--- src/rtl/seg_display_driver_pkg.sv ---
// Shared constants and types for the multiplexed 7-segment display driver.
// Hex patterns are active-high {g,f,e,d,c,b,a}; polarity is applied by the driver.
package seg_display_driver_pkg;

  localparam int NUM_SEG_DIGITS = 3;

  localparam logic [7:0] SEG_OFF_ACTIVE_LOW  = 8'hFF;
  localparam logic [7:0] SEG_OFF_ACTIVE_HIGH = 8'h00;
  localparam logic [NUM_SEG_DIGITS-1:0] SEG_EN_OFF_ACTIVE_LOW  = '1;
  localparam logic [NUM_SEG_DIGITS-1:0] SEG_EN_OFF_ACTIVE_HIGH = '0;

  localparam logic [6:0] SEG_HEX_0 = 7'h3F;
  localparam logic [6:0] SEG_HEX_1 = 7'h06;
  localparam logic [6:0] SEG_HEX_2 = 7'h5B;
  localparam logic [6:0] SEG_HEX_3 = 7'h4F;
  localparam logic [6:0] SEG_HEX_4 = 7'h66;
  localparam logic [6:0] SEG_HEX_5 = 7'h6D;
  localparam logic [6:0] SEG_HEX_6 = 7'h7D;
  localparam logic [6:0] SEG_HEX_7 = 7'h07;
  localparam logic [6:0] SEG_HEX_8 = 7'h7F;
  localparam logic [6:0] SEG_HEX_9 = 7'h6F;
  localparam logic [6:0] SEG_HEX_A = 7'h77;
  localparam logic [6:0] SEG_HEX_B = 7'h7C;
  localparam logic [6:0] SEG_HEX_C = 7'h39;
  localparam logic [6:0] SEG_HEX_D = 7'h5E;
  localparam logic [6:0] SEG_HEX_E = 7'h79;
  localparam logic [6:0] SEG_HEX_F = 7'h71;

  typedef enum logic {
    ST_BLANK = 1'b0,
    ST_DRIVE = 1'b1
  } scan_state_t;

  // Counter width able to hold 0 .. max_cycles-1, never narrower than one bit.
  function automatic int cnt_width(input int max_cycles);
    return (max_cycles > 1) ? $clog2(max_cycles) : 1;
  endfunction

endpackage

--- src/rtl/seg_display_driver_if.sv ---
// Status-word input and segment/anode output bundle of the display driver.
// master = status logic / pin side, slave = the driver itself.
interface seg_display_driver_if;
  import seg_display_driver_pkg::*;

  logic [4*NUM_SEG_DIGITS-1:0] digits_in;
  logic [NUM_SEG_DIGITS-1:0]   dp_in;
  logic                        enable;
  logic [7:0]                  seg_out;
  logic [NUM_SEG_DIGITS-1:0]   seg_en;
  logic                        scan_done;

  modport master (
    output digits_in, dp_in, enable,
    input  seg_out, seg_en, scan_done
  );

  modport slave (
    input  digits_in, dp_in, enable,
    output seg_out, seg_en, scan_done
  );
endinterface

--- src/rtl/seg_display_driver_hex_to_seg.sv ---
// Combinational hex nibble to active-high a..g segment decoder.
// Polarity-neutral so it can be reused by other display logic.
module hex_to_seg
  import seg_display_driver_pkg::*;
(
  input  logic [3:0] nibble,
  output logic [6:0] seg
);

  always_comb begin
    seg = SEG_HEX_0;
    case (nibble)
      4'h0: seg = SEG_HEX_0;
      4'h1: seg = SEG_HEX_1;
      4'h2: seg = SEG_HEX_2;
      4'h3: seg = SEG_HEX_3;
      4'h4: seg = SEG_HEX_4;
      4'h5: seg = SEG_HEX_5;
      4'h6: seg = SEG_HEX_6;
      4'h7: seg = SEG_HEX_7;
      4'h8: seg = SEG_HEX_8;
      4'h9: seg = SEG_HEX_9;
      4'hA: seg = SEG_HEX_A;
      4'hB: seg = SEG_HEX_B;
      4'hC: seg = SEG_HEX_C;
      4'hD: seg = SEG_HEX_D;
      4'hE: seg = SEG_HEX_E;
      4'hF: seg = SEG_HEX_F;
      default: seg = SEG_HEX_0;
    endcase
  end

endmodule

--- src/rtl/seg_display_driver.sv ---
// Multiplexed 3-digit 7-segment scanner: blank gap, then one digit driven, per digit.
// Input is snapshotted once per scan; all outputs are registered from next-state values.
module seg_display_driver
  import seg_display_driver_pkg::*;
#(
  parameter int DIGIT_CYCLES = 50000,
  parameter int BLANK_CYCLES = 500,
  parameter bit ACTIVE_LOW   = 1'b1
) (
  input logic                clk,
  input logic                rst_n,
  seg_display_driver_if.slave bus
);

  localparam int MAX_CYCLES = (DIGIT_CYCLES > BLANK_CYCLES) ? DIGIT_CYCLES : BLANK_CYCLES;
  localparam int CW         = cnt_width(MAX_CYCLES);

  localparam logic [CW-1:0] BLANK_LAST = CW'(BLANK_CYCLES - 1);
  localparam logic [CW-1:0] DIGIT_LAST = CW'(DIGIT_CYCLES - 1);
  localparam logic [1:0]    IDX_LAST   = 2'(NUM_SEG_DIGITS - 1);

  localparam logic [7:0] SEG_OFF = ACTIVE_LOW ? SEG_OFF_ACTIVE_LOW : SEG_OFF_ACTIVE_HIGH;
  localparam logic [NUM_SEG_DIGITS-1:0] EN_OFF =
      ACTIVE_LOW ? SEG_EN_OFF_ACTIVE_LOW : SEG_EN_OFF_ACTIVE_HIGH;

  scan_state_t                 state_reg, state_next;
  logic [1:0]                  idx_reg, idx_next;
  logic [CW-1:0]               count_reg, count_next;
  logic [4*NUM_SEG_DIGITS-1:0] digits_snap_reg, digits_snap_next;
  logic [NUM_SEG_DIGITS-1:0]   dp_snap_reg, dp_snap_next;
  logic [7:0]                  seg_out_reg, seg_out_next;
  logic [NUM_SEG_DIGITS-1:0]   seg_en_reg, seg_en_next;
  logic                        scan_done_reg, scan_done_next;

  logic                        snap_load;
  logic [6:0]                  digit_seg [NUM_SEG_DIGITS];
  logic [7:0]                  active_seg;
  logic [NUM_SEG_DIGITS-1:0]   active_en;

  // Snapshot is taken at the start of every scan so a scan is always self-consistent.
  assign snap_load = bus.enable && (state_reg == ST_BLANK) && (idx_reg == 2'd0) && (count_reg == '0);

  always_comb begin
    digits_snap_next = digits_snap_reg;
    dp_snap_next     = dp_snap_reg;
    if (snap_load) begin
      digits_snap_next = bus.digits_in;
      dp_snap_next     = bus.dp_in;
    end
  end

  // Decode from the next snapshot so a one-cycle blank gap still shows fresh data.
  generate
    for (genvar gi = 0; gi < NUM_SEG_DIGITS; gi++) begin : g_decode
      hex_to_seg u_hex_to_seg (
        .nibble (digits_snap_next[4*gi +: 4]),
        .seg    (digit_seg[gi])
      );
    end
  endgenerate

  always_comb begin
    state_next     = state_reg;
    idx_next       = idx_reg;
    count_next     = count_reg;
    scan_done_next = 1'b0;
    seg_out_next   = SEG_OFF;
    seg_en_next    = EN_OFF;
    active_seg     = 8'h00;
    active_en      = '0;

    if (!bus.enable) begin
      state_next = ST_BLANK;
      idx_next   = 2'd0;
      count_next = '0;
    end else begin
      case (state_reg)
        ST_BLANK: begin
          if (count_reg == BLANK_LAST) begin
            state_next = ST_DRIVE;
            count_next = '0;
          end else begin
            count_next = count_reg + CW'(1);
          end
        end
        ST_DRIVE: begin
          if (count_reg == DIGIT_LAST) begin
            state_next = ST_BLANK;
            count_next = '0;
            if (idx_reg == IDX_LAST) begin
              idx_next       = 2'd0;
              scan_done_next = 1'b1;
            end else begin
              idx_next = idx_reg + 2'd1;
            end
          end else begin
            count_next = count_reg + CW'(1);
          end
        end
        default: begin
          state_next = ST_BLANK;
          idx_next   = 2'd0;
          count_next = '0;
        end
      endcase
    end

    if (state_next == ST_DRIVE) begin
      active_seg   = {dp_snap_next[idx_next], digit_seg[idx_next]};
      active_en    = NUM_SEG_DIGITS'(1) << idx_next;
      seg_out_next = ACTIVE_LOW ? ~active_seg : active_seg;
      seg_en_next  = ACTIVE_LOW ? ~active_en : active_en;
    end
  end

  always_ff @(posedge clk or negedge rst_n) begin
    if (!rst_n) begin
      state_reg       <= ST_BLANK;
      idx_reg         <= 2'd0;
      count_reg       <= '0;
      digits_snap_reg <= '0;
      dp_snap_reg     <= '0;
      seg_out_reg     <= SEG_OFF;
      seg_en_reg      <= EN_OFF;
      scan_done_reg   <= 1'b0;
    end else begin
      state_reg       <= state_next;
      idx_reg         <= idx_next;
      count_reg       <= count_next;
      digits_snap_reg <= digits_snap_next;
      dp_snap_reg     <= dp_snap_next;
      seg_out_reg     <= seg_out_next;
      seg_en_reg      <= seg_en_next;
      scan_done_reg   <= scan_done_next;
    end
  end

  assign bus.seg_out   = seg_out_reg;
  assign bus.seg_en    = seg_en_reg;
  assign bus.scan_done = scan_done_reg;

endmodule

--- src/flat_wrapper.sv ---
// flat-port wrapper written by rule: the top's interface ports become plain ports
module seg_display_driver_flat import seg_display_driver_pkg::*;
#(
  parameter int DIGIT_CYCLES = 50000,
  parameter int BLANK_CYCLES = 500,
  parameter bit ACTIVE_LOW   = 1'b1
)
  (clk, rst_n, bus_digits_in, bus_dp_in, bus_enable, bus_seg_out, bus_seg_en, bus_scan_done);
  seg_display_driver_if bus_i ();
  input logic clk;
  input logic rst_n;
  input wire logic [$bits(bus_i.digits_in)-1:0] bus_digits_in;
  input wire logic [$bits(bus_i.dp_in)-1:0] bus_dp_in;
  input wire logic [$bits(bus_i.enable)-1:0] bus_enable;
  output wire logic [$bits(bus_i.seg_out)-1:0] bus_seg_out;
  output wire logic [$bits(bus_i.seg_en)-1:0] bus_seg_en;
  output wire logic [$bits(bus_i.scan_done)-1:0] bus_scan_done;
  assign bus_i.digits_in = bus_digits_in;
  assign bus_i.dp_in = bus_dp_in;
  assign bus_i.enable = bus_enable;
  assign bus_seg_out = bus_i.seg_out;
  assign bus_seg_en = bus_i.seg_en;
  assign bus_scan_done = bus_i.scan_done;
  seg_display_driver #(.DIGIT_CYCLES(DIGIT_CYCLES), .BLANK_CYCLES(BLANK_CYCLES), .ACTIVE_LOW(ACTIVE_LOW)) u_core (.clk(clk), .rst_n(rst_n), .bus(bus_i));
endmodule
--- config.mk ---
export PLATFORM = sky130hd
export DESIGN_NAME = seg_display_driver_flat
export DESIGN_NICKNAME = d
export VERILOG_FILES = /design/src/rtl/seg_display_driver_pkg.sv /design/src/rtl/seg_display_driver_if.sv /design/src/rtl/seg_display_driver_hex_to_seg.sv /design/src/rtl/seg_display_driver.sv /design/src/flat_wrapper.sv
export SDC_FILE = /design/constraint.sdc
export NUM_CORES = 1
export LEC_CHECK = 0
export BUFFER_PORTS_ARGS = -buffer_cell sky130_fd_sc_hd__buf_2
export CAP_MARGIN = 10
export CORE_AREA = 2 2 90 92
export CTS_CLUSTER_DIAMETER = 30
export CTS_CLUSTER_SIZE = 16
export DETAILED_ROUTE_END_ITERATION = 8
export DIE_AREA = 0 0 92 94
export HOLD_SLACK_MARGIN = 0.08
export PLACE_DENSITY = 0.66
export SLEW_MARGIN = 10
export SYNTH_ARGS = -nofsm -noshare
export SYNTH_HDL_FRONTEND = slang
export SYNTH_HIERARCHICAL = 1
export SYNTH_SLANG_ARGS = --single-unit
export TNS_END_PERCENT = 20
--- constraint.sdc ---
create_clock -name clk -period 3.9 [get_ports clk]
set_input_delay 0.78 -clock clk [delete_from_list [all_inputs] [get_ports clk]]
set_output_delay 0.78 -clock clk [all_outputs]
set_load 0.03 [all_outputs]
==> Word-level counts from Yosys, hierarchy flattened <==
Memories as Yosys holds them, arrays and structs flattened.
Index checks and enable logic that the tools add are counted.
{ "op_classes": {"eq_ne": 3, "n_mux": 25, "order_cmp": 2, "reduce_logical": 5, "n_shift": 1, "n_addsub": 2, "bitwise_logic": 4} }
{ "op_table": {"columns": ["op", "count"], "rows": [
  ["2-to-1 mux 16 bit", 3],
  ["one-hot mux 16 bit (2 select lines)", 1],
  ["adder 16 x 1 -> 16 bit, second input constant", 1],
  ["equality test 16 bit, second input constant", 1],
  ["equality test 16 x 9 -> 1 bit, second input constant", 1],
  ["logical NOT 16 bit", 1],
  ["binary-select mux 7 bit (select 2 bit)", 1],
  ["2-to-1 mux 7 bit", 2],
  ["2-to-1 mux 12 bit", 1],
  ["2-to-1 mux 1 bit", 8],
  ["2-to-1 mux 2 bit", 4],
  ["2-to-1 mux 8 bit", 1],
  ["NOT 8 bit", 1],
  ["2-to-1 mux 3 bit", 2],
  [">= comparator 3 bit, second input constant", 1],
  ["logical AND 1 bit", 3],
  ["< comparator 2 x 3 -> 1 bit, second input constant", 1],
  ["NOT 2 -> 3 bit", 1],
  ["NOT 3 bit", 1],
  ["<< shifter 1 x 2 -> 3 bit, first input constant", 1],
  ["adder 2 x 1 -> 2 bit, second input constant", 1],
  ["binary-select mux 1 bit (select 2 bit)", 1],
  ["equality test 2 bit, second input constant", 1],
  ["logical NOT 2 bit", 1],
  ["2 further kinds", 2]
]} }
{ "totals": {"out_inout_bits": 12, "memories": 3, "ff_bits": 46, "mem_bits_ro": 336} }
{ "memory_table": {"columns": ["name", "depth", "word_bits", "rd", "rd_clocked_by_memory_dff", "wr", "line", "source"], "rows": [
  ["(name not given)", 16, 7, 1, 0, 0, "seg_display_driver_hex_to_seg.sv:12", "case (nibble)"],
  ["(name not given)", 16, 7, 1, 0, 0, "seg_display_driver_hex_to_seg.sv:12", null],
  ["(name not given)", 16, 7, 1, 0, 0, "seg_display_driver_hex_to_seg.sv:12", null]
]} }

==> Longest topological paths before layout <==
Gate-level depths: netlist of the first run.
{ "logic_depth": {"word_depth": 11, "ltp_mapped": 13, "ltp_nobuf": 12} }

==> Hierarchy <==
Netlist of the first run, hierarchy kept.
{ "by_module_without_submodules": {"columns": ["module", "cells_per_inst", "seq_area_each_um2", "n_inst", "area_per_inst_um2"], "rows": [
  ["seg_display_driver", 183, 1164.9, 1, 2137.0],
  ["hex_to_seg at u_core.g_decode[0].u_hex_to_seg ...", 33, 0.0, 2, 287.8],
  ["hex_to_seg at u_core.g_decode[1].u_hex_to_seg", 36, 0.0, 1, 254.0]
]} }

==> Worst setup path after synthesis of the first run <==
Ideal clock, no wire load.
{ "synth_timing": {"path_kind": "input port to flip-flop", "startpoint": "input port bus_enable", "endpoint": "register u_core.seg_out_reg[3] (netlist: u_core/bus.seg_out[3])", "path_slack_ps": 527, "required_time_ps": 3818, "setup_time_ps": 82, "n_path_buf": 1, "arrival_time_ps": 3291, "path_stages": 11, "cell_sequence": "nor2b_1 nand4_1 nor4_4 buf_2 mux2_2 inv_1 ha_1 inv_1 mux4_1 mux2_2 a22oi_1"} }
{ "synth_lines": {"columns": ["element", "line", "source"], "rows": [
  ["from (decl)", "flat_wrapper.sv:14", "input wire logic [$bits(bus_i.enable)-1:0] bus_enable;"],
  ["to (signal assigned)", "seg_display_driver.sv:132", "seg_out_reg <= seg_out_next;"],
  ["to (decl)", "seg_display_driver.sv:31", "logic [7:0] seg_out_reg, seg_out_next;"]
]} }

==> impl_metrics.csv, run 1 <==
group,metric,value,unit
drt,drt_first_iter_violations,84,
pwr,p_leak,1.47,nW
yosys,ys_seq_area_frac,0.393,
place,io_buffers,29,
pwr,power_switching,0.000450,W
drt,finalWirelength,6150,um
worst_setup_path,cp_slowest_cell,"or4_4",
pwr,powerDensity,418,nW/um2
drt,route.detailed.drc,0,
worst_setup_path,reg2reg_depth,9,
yosys,yosys_most_used_dff,"dfrtp_1",
yosys,netlist_instances,285,
worst_setup_path,required,4110,ps
floorplan,die_h,94,um
worst_setup_path,cp_max_fo,8,
timing,min_period_over_period,0.853,
drt,drt_first_pass_iters,4,
global_route,globalRouteOverflowTotal,0,
worst_setup_path,max_stage_delay,600,ps
clock_tree,cts_tree,"yes",
floorplan,fp.dieW,92,um
yosys,syn-num-nets,326,
timing,hold_slack,497,ps
clock_tree,cts_htree_levels,2,
clock_tree,ctsResizeCount,0,
yosys,ys_seq_elements,46,
global_route,grt-busiest-layer,"met2",
worst_setup_path,cp_cell_sequence,"or4_4 -> nor4_4 -> buf_4 -> mux2_2 -> inv_1 -> ha_1 -> inv_1 -> mux4_1 -> a22oi_1",
yosys,synth_warnings,6,
timing,hold_viol_final,0,
layout,n_antenna_cell,0,
outcome,status,"finished, final reports clean",
pwr,swShare,0.325,
yosys,synth.cell_area,2970,um2
min_path,min_path_type,"register to register",
clock_tree,cts_hold_buffers,0,
timing,min_period,3330,ps
place,place.gp.congestion,0.849,
pwr,p_int,0.000936,W
worst_setup_path,cp-end-kind,"register",
global_route,grt_pass1_wl,10200,um
timing,setup_ws,571,ps
timing,fmax,0.300,GHz
timing,skew,7.26,ps
global_route,grt_pass1_vias,2126,
place,pre_cts_slack,380,ps
timing,rsz0062_at_grt,"no",
clock_tree,clockRootBuffer,"clkbuf_8",
drt,viasPerCell,5.13,
layout,finalNetCount,356,
clock_tree,cts_post_setup_buffers_inserted,0,
timing,maxSlewViolCount,0,
layout,largest_reg_flops,16,
clock_tree,cts_buffers,5,
global_route,grtUsageMet1,0.196,
worst_setup_path,cp_num_buf_inv,3,
layout,fill_cells,756,
pwr,clockPowerShare,0.263,
worst_setup_path,cp.depth,9,
pwr,power,0.00139,W
global_route,met3_usage,0.0257,
pwr,combPwrFrac,0.356,
place,dpl.hpwl,4480,um
pwr,vdd_drop_max,261,uV
floorplan,start_util,0.390,
timing,tightest_slew,997,ps
worst_setup_path,crit_family,"simple AND/OR/NAND/NOR gates",
timing,slew_headroom,0.335,
timing,finalSetupViolCount,0,
worst_setup_path,setup.worst_path.start_class,"register",
drt,routedWlPerCell,14.7,um
floorplan,ioPinCount,30,
worst_setup_path,path_common_cell,"inv_1",
run,drv_cap,0,
timing,finalSetupTns,0,ps
floorplan,core,7610,um2
global_route,grt_usage,0.149,
yosys,synth_edf_count,0,
worst_setup_path,critPathKind,"register to register",
worst_setup_path,cp.arrival,3540,ps
drt,postRouteAntennaNets,0,
global_route,grt_max_degree,47,
clock_tree,clock-sinks,46,
global_route,antenna_found_initial,0,
floorplan,num_rows,32,
floorplan,die-area,8650,um2
clock_tree,clk_latency,300,ps
clock_tree,clk_transition_reported_paths,90,ps
drt,num_vias,2144,
clock_tree,ctsLongestPathBuffers,2,
layout,areaGrowthSynthToFinish,11.7,%
yosys,synth_cell_types,51,
yosys,async_flop_share,1.00,
min_path,min_path_cells,1,
yosys,avgSynthCellArea,10.4,um2
global_route,grt_use_met2,0.256,
layout,drive_gt1_frac,0.285,
pwr,p_seq_frac,0.381,
per-layer routing:
metal  part of all wire  vias to the layer above
met2               0.50                       29
met5                  0                        -
met4             0.0078                        0
li1                   -                     1057
met3              0.026                        5
met1               0.46                     1053
logic make-up after synthesis:
| logic type | share of synthesized area |
|---|---|
| AO/OA/AOI/OAI | 0.105 |
| XOR/XNOR | 0.0354 |
| adder cells (fa/ha/maj) | 0.0970 |
| buffers and inverters | 0.0498 |
| flip-flops | 0.393 |
| multiplexers | 0.147 |
| AND/OR/NAND/NOR | 0.173 |
power groups by stage:
stage	registers, W	clock network, W	logic (W)
after floorplan	0.000534	0	0.000398
after global placement	0.000536	0	0.000480
after detailed placement	0.000537	0	0.000489
after CTS	0.000529	0.000375	0.000493
after global routing	0.000533	0.000394	0.000547
final	0.000528	0.000364	0.000493
through the flow:
step | utilization | instances | cell area, um2
final | 0.436 | 418 | 3310
after global routing | 0.436 | 418 | 3310
after CTS | 0.436 | 418 | 3310
after detailed placement | 0.421 | 410 | 3200
after global placement | 0.421 | 410 | 3200
after floorplan | - | 285 | 2970
worst reg2reg max path, cell delays in order (launching register included):
cell     delay (ps)
dfrtp_1         450
or4_4           600
nor4_4          370
buf_4           250
mux2_2          410
inv_1           140
ha_1            240
inv_1            60
mux4_1          500
a22oi_1         210
cells in the final DEF (no fill, tap or decap), types with 11 or more instances in the layout:
master   instances
dfstp_2         11
dfrtp_1         35
nor2_1          21
nand2_1         18
buf_2           29
a21oi_1         13
ha_1            23
inv_1           20
mux2_2          27
layout make-up:
| type | count | area, um2 | area share |
|---|---|---|---|
| clock inverters | 3 | 43.8 | 0.0132 |
| well taps | 102 | 128 | 0.0385 |
| clock buffers | 5 | 68.8 | 0.0208 |
| inverters | 21 | 78.8 | 0.0238 |
| multi-input cells | 208 | 1650 | 0.499 |
| flip-flops and latches | 46 | 1160 | 0.352 |
| repair buffers | 33 | 175 | 0.0529 |
final timing paths:
check | slack, ps | start | to
max | 570 | u_core/count_reg[10] | u_core/bus.seg_out[3]
min | 500 | u_core/count_reg[0] | u_core/count_reg[0]
max reg2reg | 570 | u_core/count_reg[10] | u_core/bus.seg_out[3]
min reg2reg | 500 | u_core/count_reg[0] | u_core/count_reg[0]
max in group asynchronous | 2640 | rst_n | u_core/digits_snap_reg[9]
min in group asynchronous | 640 | rst_n | u_core/state_reg
cell usage after synthesis (all sizes together) (8+ instances only):
cell type | number | area share
mux2 | 27 | 0.10
buf | 9 | 0.022
inv | 21 | 0.027
dfrtp | 35 | 0.30
nand2 | 18 | 0.023
nor2 | 22 | 0.030
a21oi | 13 | 0.022
xor2 | 8 | 0.024
ha | 23 | 0.097
nand2b | 8 | 0.017
mux2i | 8 | 0.027
dfstp | 11 | 0.097
(Power assumes the default switching activity.)
==> run 2, diff against run 1 <==
--- a/config.mk
+++ b/config.mk
@@ -7,13 +7,13 @@
 export LEC_CHECK = 0
 export BUFFER_PORTS_ARGS = -buffer_cell sky130_fd_sc_hd__buf_2
 export CAP_MARGIN = 10
-export CORE_AREA = 2 2 90 92
+export CORE_AREA = 2 2 103 105
 export CTS_CLUSTER_DIAMETER = 30
 export CTS_CLUSTER_SIZE = 16
 export DETAILED_ROUTE_END_ITERATION = 8
-export DIE_AREA = 0 0 92 94
+export DIE_AREA = 0 0 105 107
 export HOLD_SLACK_MARGIN = 0.08
-export PLACE_DENSITY = 0.66
+export PLACE_DENSITY = 0.55
 export SLEW_MARGIN = 10
 export SYNTH_ARGS = -nofsm -noshare
 export SYNTH_HDL_FRONTEND = slang
==> run 2 against run 1 <==
Compared with the run above:
- clock power down 1%
- worst hold slack improved by 5.1 ps
- flip-flop and latch count stayed put
- combinational power fell by 0.8%
- count of clock-buffer cells in the layout rose by 1
- largest cell class unchanged
- setup slack gained 66 ps
- utilization down 10 points
==> impl_metrics.csv, run 2 (synthesis results as in run 1) <==
group,metric,value,unit
outcome,status,"finished, final reports clean",
place,pre_cts_slack,400,ps
layout,largest_reg_flops,16,
clock_tree,cts_htree_levels,2,
drt,postRouteAntennaNets,0,
layout,areaGrowthSynthToFinish,13.0,%
timing,finalSetupViolCount,0,
pwr,swShare,0.321,
layout,layout.cells.most_common,"dfrtp_1",
worst_setup_path,required,4120,ps
layout,final_area,3350,um2
timing,min_period,3260,ps
clock_tree,cts_buffers,5,
clock_tree,clk_transition_reported_paths,90,ps
clock_tree,cts_tree,"yes",
timing,hold_viol_final,0,
timing,skew,8.86,ps
timing,finalSetupTns,0,ps
floorplan,start_util,0.294,
worst_setup_path,critPathKind,"register to register",
drt,finalWirelength,6500,um
place,io_buffers,29,
floorplan,fp.dieW,105,um
global_route,globalRouteOverflowTotal,0,
pwr,p_leak,1.46,nW
worst_setup_path,cp_max_fo,7,
floorplan,die-area,11200,um2
min_path,min_path_type,"register to register",
global_route,grt_max_degree,47,
pwr,vdd_drop_max,130,uV
timing,min_period_over_period,0.837,
clock_tree,cts_post_setup_buffers_inserted,0,
pwr,powerDensity,410,nW/um2
floorplan,ioPinCount,30,
drt,routedWlPerCell,14.4,um
layout,finalNetCount,356,
worst_setup_path,cp-end-kind,"register",
clock_tree,ctsLongestPathBuffers,2,
place,dpl_cell_area,3240,um2
clock_tree,clockRootBuffer,"clkbuf_8",
global_route,antenna_found_initial,0,
pwr,combPwrFrac,0.356,
global_route,grt_usage,0.122,
worst_setup_path,setup.worst_path.start_class,"register",
timing,setup_ws,637,ps
floorplan,die_h,107,um
place,place.gp.congestion,0.786,
drt,num_vias,2144,
clock_tree,ctsResizeCount,0,
run,drv_cap,0,
pwr,clockPowerShare,0.261,
timing,maxSlewViolCount,0,
drt,viasPerCell,4.74,
pwr,power_switching,0.000442,W
layout,drive_gt1_frac,0.282,
drt,drt_first_iter_violations,72,
clock_tree,clock-sinks,46,
place,dpl.hpwl,4750,um
timing,rsz0062_at_grt,"no",
floorplan,num_rows,37,
timing,fmax,0.306,GHz
clock_tree,clk_latency,300,ps
drt,drt_first_pass_iters,4,
layout,mostFrequentLayoutCells,"35 x dfrtp_1, 29 x buf_2, 27 x mux2_2",
layout,n_antenna_cell,0,
timing,tightest_slew,1020,ps
global_route,grt_pass1_vias,2203,
floorplan,core,10100,um2
timing,slew_headroom,0.322,
worst_setup_path,cp.arrival,3480,ps
pwr,p_int,0.000934,W
clock_tree,cts_hold_buffers,0,
drt,route.detailed.drc,0,
global_route,grt_pass1_wl,11000,um
pwr,p_seq_frac,0.384,
==> run 2: final cells by class <==
type | count | area (um2)
clock buffer | 6 | 72.6
clock inverter | 2 | 37.5
fill | 1056 | 6740
inverter | 21 | 78.8
multi-input combinational | 208 | 1650
sequential | 46 | 1160
tap | 136 | 170
timing repair buffer | 33 | 175
==> run 2: critical path, stage by stage (launching register included) <==
cell and delay [ps]:
dfrtp_1 430, or4_4 600, nor4_4 370, buf_4 240, mux2_2 400, inv_1 160
ha_1 220, nand2_1 80, a21oi_1 140, a31oi_1 80, mux2_2 280, a22oi_1 190
==> run 2: per-layer routing <==
| metal | share of wire | global-route usage | vias to the layer above |
|---|---|---|---|
| li1 | - | - | 1050 |
| met1 | 0.49 | 0.162 | 1047 |
| met2 | 0.45 | 0.195 | 38 |
| met3 | 0.032 | 0.0261 | 9 |
| met4 | 0.020 | 0.0429 | 0 |
| met5 | 0 | 0 | - |
==> run 2: final timing paths <==
| kind | from | to | slack (ps) | cells past startpoint |
|---|---|---|---|---|
| max reg2reg | u_core/count_reg[11] | u_core/bus.seg_out[0] | 640 | 11 |
| min in group asynchronous | rst_n | u_core/dp_snap_reg[0] | 650 | 1 |
| max in group asynchronous | rst_n | u_core/dp_snap_reg[1] | 2620 | 1 |
| min | u_core/dp_snap_reg[0] | u_core/dp_snap_reg[0] | 500 | 1 |
| min reg2reg | u_core/dp_snap_reg[0] | u_core/dp_snap_reg[0] | 500 | 1 |
| max | u_core/count_reg[11] | u_core/bus.seg_out[0] | 640 | 11 |
==> run 2: power by group through the flow <==
stage	combinational [W]	clock (W)	sequential (W)
final	0.000489	0.000359	0.000528
after global routing	0.000552	0.000394	0.000533
after global placement	0.000485	0	0.000536
after floorplan	0.000398	0	0.000534
after detailed placement	0.000490	0	0.000537
after CTS	0.000492	0.000378	0.000529
==> run 2: per-stage QoR <==
| stage | util | cells | power (W) | hold WS (ps) |
|---|---|---|---|---|
| after global placement | 0.321 | 444 | 0.00102 | 480 |
| after floorplan | - | 285 | 0.000932 | 450 |
| final | 0.332 | 452 | 0.00138 | 502 |
| after global routing | 0.332 | 452 | 0.00148 | 529 |
| after detailed placement | 0.321 | 444 | 0.00103 | 481 |
| after CTS | 0.332 | 452 | 0.00140 | 496 |
==> run 3, diff against run 2 <==
--- a/config.mk
+++ b/config.mk
@@ -5,13 +5,14 @@
 export SDC_FILE = /design/constraint.sdc
 export NUM_CORES = 1
 export LEC_CHECK = 0
+export ABC_AREA = 1
 export BUFFER_PORTS_ARGS = -buffer_cell sky130_fd_sc_hd__buf_2
 export CAP_MARGIN = 10
-export CORE_AREA = 2 2 103 105
+export CORE_AREA = 2 2 107 109
 export CTS_CLUSTER_DIAMETER = 30
 export CTS_CLUSTER_SIZE = 16
 export DETAILED_ROUTE_END_ITERATION = 8
-export DIE_AREA = 0 0 105 107
+export DIE_AREA = 0 0 109 111
 export HOLD_SLACK_MARGIN = 0.08
 export PLACE_DENSITY = 0.55
 export SLEW_MARGIN = 10
==> constraint.sdc (replaced) <==
create_clock -name clk -period 3.4 [get_ports clk]
set_input_delay 0.68 -clock clk [delete_from_list [all_inputs] [get_ports clk]]
set_output_delay 0.68 -clock clk [all_outputs]
set_load 0.03 [all_outputs]
==> run 3 against run 2 <==
Compared with the run above:
- flip-flop and latch count unchanged
- die area increased by 7.7%
- first-iteration DRC count rose by 36%
==> impl_metrics.csv, run 3 <==
group,metric,value,unit
outcome,status,"finished, final reports clean",
yosys,synth.most_common_cell,"nand2_1",
layout,drive_gt1_frac,0.216,
worst_setup_path,ff2ff_setup_slack,800,ps
floorplan,core,11100,um2
yosys,netlist_instances,410,
run,drv_cap,0,
layout,largest_reg_flops,16,
floorplan,ioPinCount,30,
clock_tree,cts_buffers,5,
yosys,syn-num-nets,451,
clock_tree,cts_hold_buffers,0,
drt,viasPerCell,4.43,
yosys,synth_cell_types,32,
drt,route.detailed.drc,0,
clock_tree,ctsLongestPathBuffers,2,
timing,min_period,2600,ps
worst_setup_path,cp.arrival,2780,ps
clock_tree,cts_tree,"yes",
timing,finalSetupViolCount,0,
layout,layout.cells.most_common,"nand2_1",
pwr,vdd_drop_max,235,uV
timing,rsz0062_at_grt,"no",
worst_setup_path,worstSetupStartpoint,"u_core/count_reg[11]",
drt,finalWirelength,6870,um
floorplan,num_rows,39,
drt,postRouteAntennaNets,0,
global_route,grt_pass1_vias,2595,
floorplan,die-area,12100,um2
place,pre_cts_slack,481,ps
clock_tree,clock-sinks,46,
yosys,synth_common_cells,"136 x nand2_1, 49 x inv_1, 40 x nand3_1",
worst_setup_path,critPathKind,"register to register",
drt,drt_first_iter_violations,98,
timing,setup_ws,802,ps
yosys,yosys_most_used_dff,"dfrtp_1",
floorplan,fp.dieW,109,um
global_route,antenna_found_initial,0,
drt,routedWlPerCell,11.8,um
worst_setup_path,crit_path_end,"u_core/bus.seg_out[0]",
floorplan,start_util,0.289,
pwr,p_leak,1.83,nW
worst_setup_path,cp-end-kind,"register",
min_path,min_path_type,"register to register",
yosys,synthTopCellsByArea,"dfrtp_1 27%, nand2_1 16%, dfstp_2 9.0%",
yosys,avgSynthCellArea,7.80,um2
place,io_buffers,29,
clock_tree,clk_latency,290,ps
yosys,synth_top_area_cell,"dfrtp_1",
pwr,powerDensity,462,nW/um2
worst_setup_path,setup.worst_path.start_class,"register",
worst_setup_path,worstReg2RegStart,"u_core/count_reg[11]",
yosys,ys_seq_area_frac,0.364,
layout,areaGrowthSynthToFinish,12.3,%
clock_tree,ctsResizeCount,0,
floorplan,die_h,111,um
worst_setup_path,required,3590,ps
clock_tree,clockRootBuffer,"clkbuf_16",
global_route,grt_pass1_wl,12100,um
layout,fill_cells,1182,
timing,skew,9.30,ps
timing,slew_headroom,0.317,
yosys,ys_seq_elements,46,
place,place.gp.congestion,0.824,
yosys,synth_top_cell_area_share,0.274,
timing,hold_viol_final,0,
drt,drt_first_pass_iters,4,
layout,finalNetCount,479,
yosys,synth.cell_area,3200,um2
timing,min_period_over_period,0.764,
layout,mostFrequentLayoutCells,"136 x nand2_1, 49 x inv_1, 40 x nand3_1",
yosys,async_flop_share,1.00,
timing,tightest_slew,1020,ps
yosys,synth_edf_count,0,
clock_tree,cts_htree_levels,2,
timing,finalSetupTns,0,ps
drt,num_vias,2581,
global_route,grt_max_degree,47,
place,dpl.hpwl,5260,um
global_route,globalRouteOverflowTotal,0,
timing,fmax,0.385,GHz
clock_tree,clk_transition_reported_paths,70,ps
layout,n_antenna_cell,0,
worst_setup_path,cp_max_fo,12,
yosys,synth_warnings,6,
clock_tree,cts_post_setup_buffers_inserted,0,
worst_setup_path,rr_endpoint,"u_core/bus.seg_out[0]",
global_route,grt_usage,0.125,
timing,maxSlewViolCount,0,
worst_setup_path,reg2reg_depth,15,
-- run 3: cell types whose count changed after synthesis, moves of 7 or more --
cell | before | now
nand2_1 | 18 | 136
nand3_1 | 6 | 40
inv_1 | 20 | 49
mux2_2 | 27 | 12
a21oi_1 | 13 | 5
mux2i_1 | 8 | 0
nand2b_1 | 8 | 0
a22oi_1 | 7 | 0
o21ai_0 | 2 | 9
-- run 3: how the worst min path moves through the flow --
| stage | depth (start not counted) | start | end |
|---|---|---|---|
| after floorplan | 0 | rst_n | u_core/bus.scan_done |
| after global placement | 1 | u_core/idx_reg[0] | u_core/bus.scan_done |
| after detailed placement | 1 | u_core/idx_reg[0] | u_core/bus.scan_done |
| after CTS | 1 | u_core/idx_reg[0] | u_core/bus.scan_done |
| after global routing | 1 | u_core/idx_reg[0] | u_core/bus.scan_done |
| final | 1 | u_core/idx_reg[0] | u_core/bus.scan_done |
-- run 3: routing by layer --
layer,vias up,track usage,share of wire
met5,-,0,0
met2,37,0.195,0.47
li1,1343,-,-
met4,0,0.0410,0.010
met1,1197,0.170,0.48
met3,4,0.0259,0.032
-- run 3: power by group --
group / internal [W] / switching [W]
Clock: 0.000273 / 0.000217
Combinational: 0.000205 / 0.000362
Sequential: 0.000592 / 0.0000120
Total: 0.00107 / 0.000591
-- run 3: metrics by stage --
stage	area (um2)	total power [W]	instances	util	hold slack, ps
finish	3590	0.00166	582	0.324	489
global route	3590	0.00181	582	0.324	512
CTS	3590	0.00169	582	0.324	500
detailed placement	3450	0.00118	574	0.312	491
global placement	3450	0.00118	574	0.312	488
floorplan	3200	0.00107	410	-	384
-- run 3: cells by family (layout without fill, tap and decap cells) --
| logic type | count (synthesis) | after routing | share of synthesized area |
|---|---|---|---|
| flops | 46 | 46 | 0.364 |
| compound gates | 18 | 18 | 0.0301 |
| xor+xnor | 5 | 5 | 0.0137 |
| fa+ha+maj | 23 | 23 | 0.0900 |
| mux | 12 | 12 | 0.0422 |
| buf+inv | 62 | 91 | 0.0872 |
| simple gates | 244 | 244 | 0.373 |
-- run 3: final cells by class --
| type | instances | area (um2) | area share |
|---|---|---|---|
| Clock buffer | 6 | 129 | 0.0359 |
| Clock inverter | 2 | 13.8 | 0.00383 |
| Inverter | 53 | 199 | 0.0554 |
| Multi-Input combinational cell | 302 | 1760 | 0.489 |
| Sequential cell | 46 | 1160 | 0.324 |
| Tap cell | 143 | 179 | 0.0498 |
| Timing Repair Buffer | 30 | 153 | 0.0425 |
-- run 3: critical path, stage by stage, from the launching register on --
cell	delay (ps)
dfrtp_1	430
nor2_2	200
nand2_1	90
nor2_2	130
nand3_2	300
mux2_2	390
inv_1	110
ha_1	240
nand2_1	110
nand3_1	80
nand2_1	70
nand4_1	100
nand2_1	80
nand2_1	50
nand2_1	60
nand2_1	50
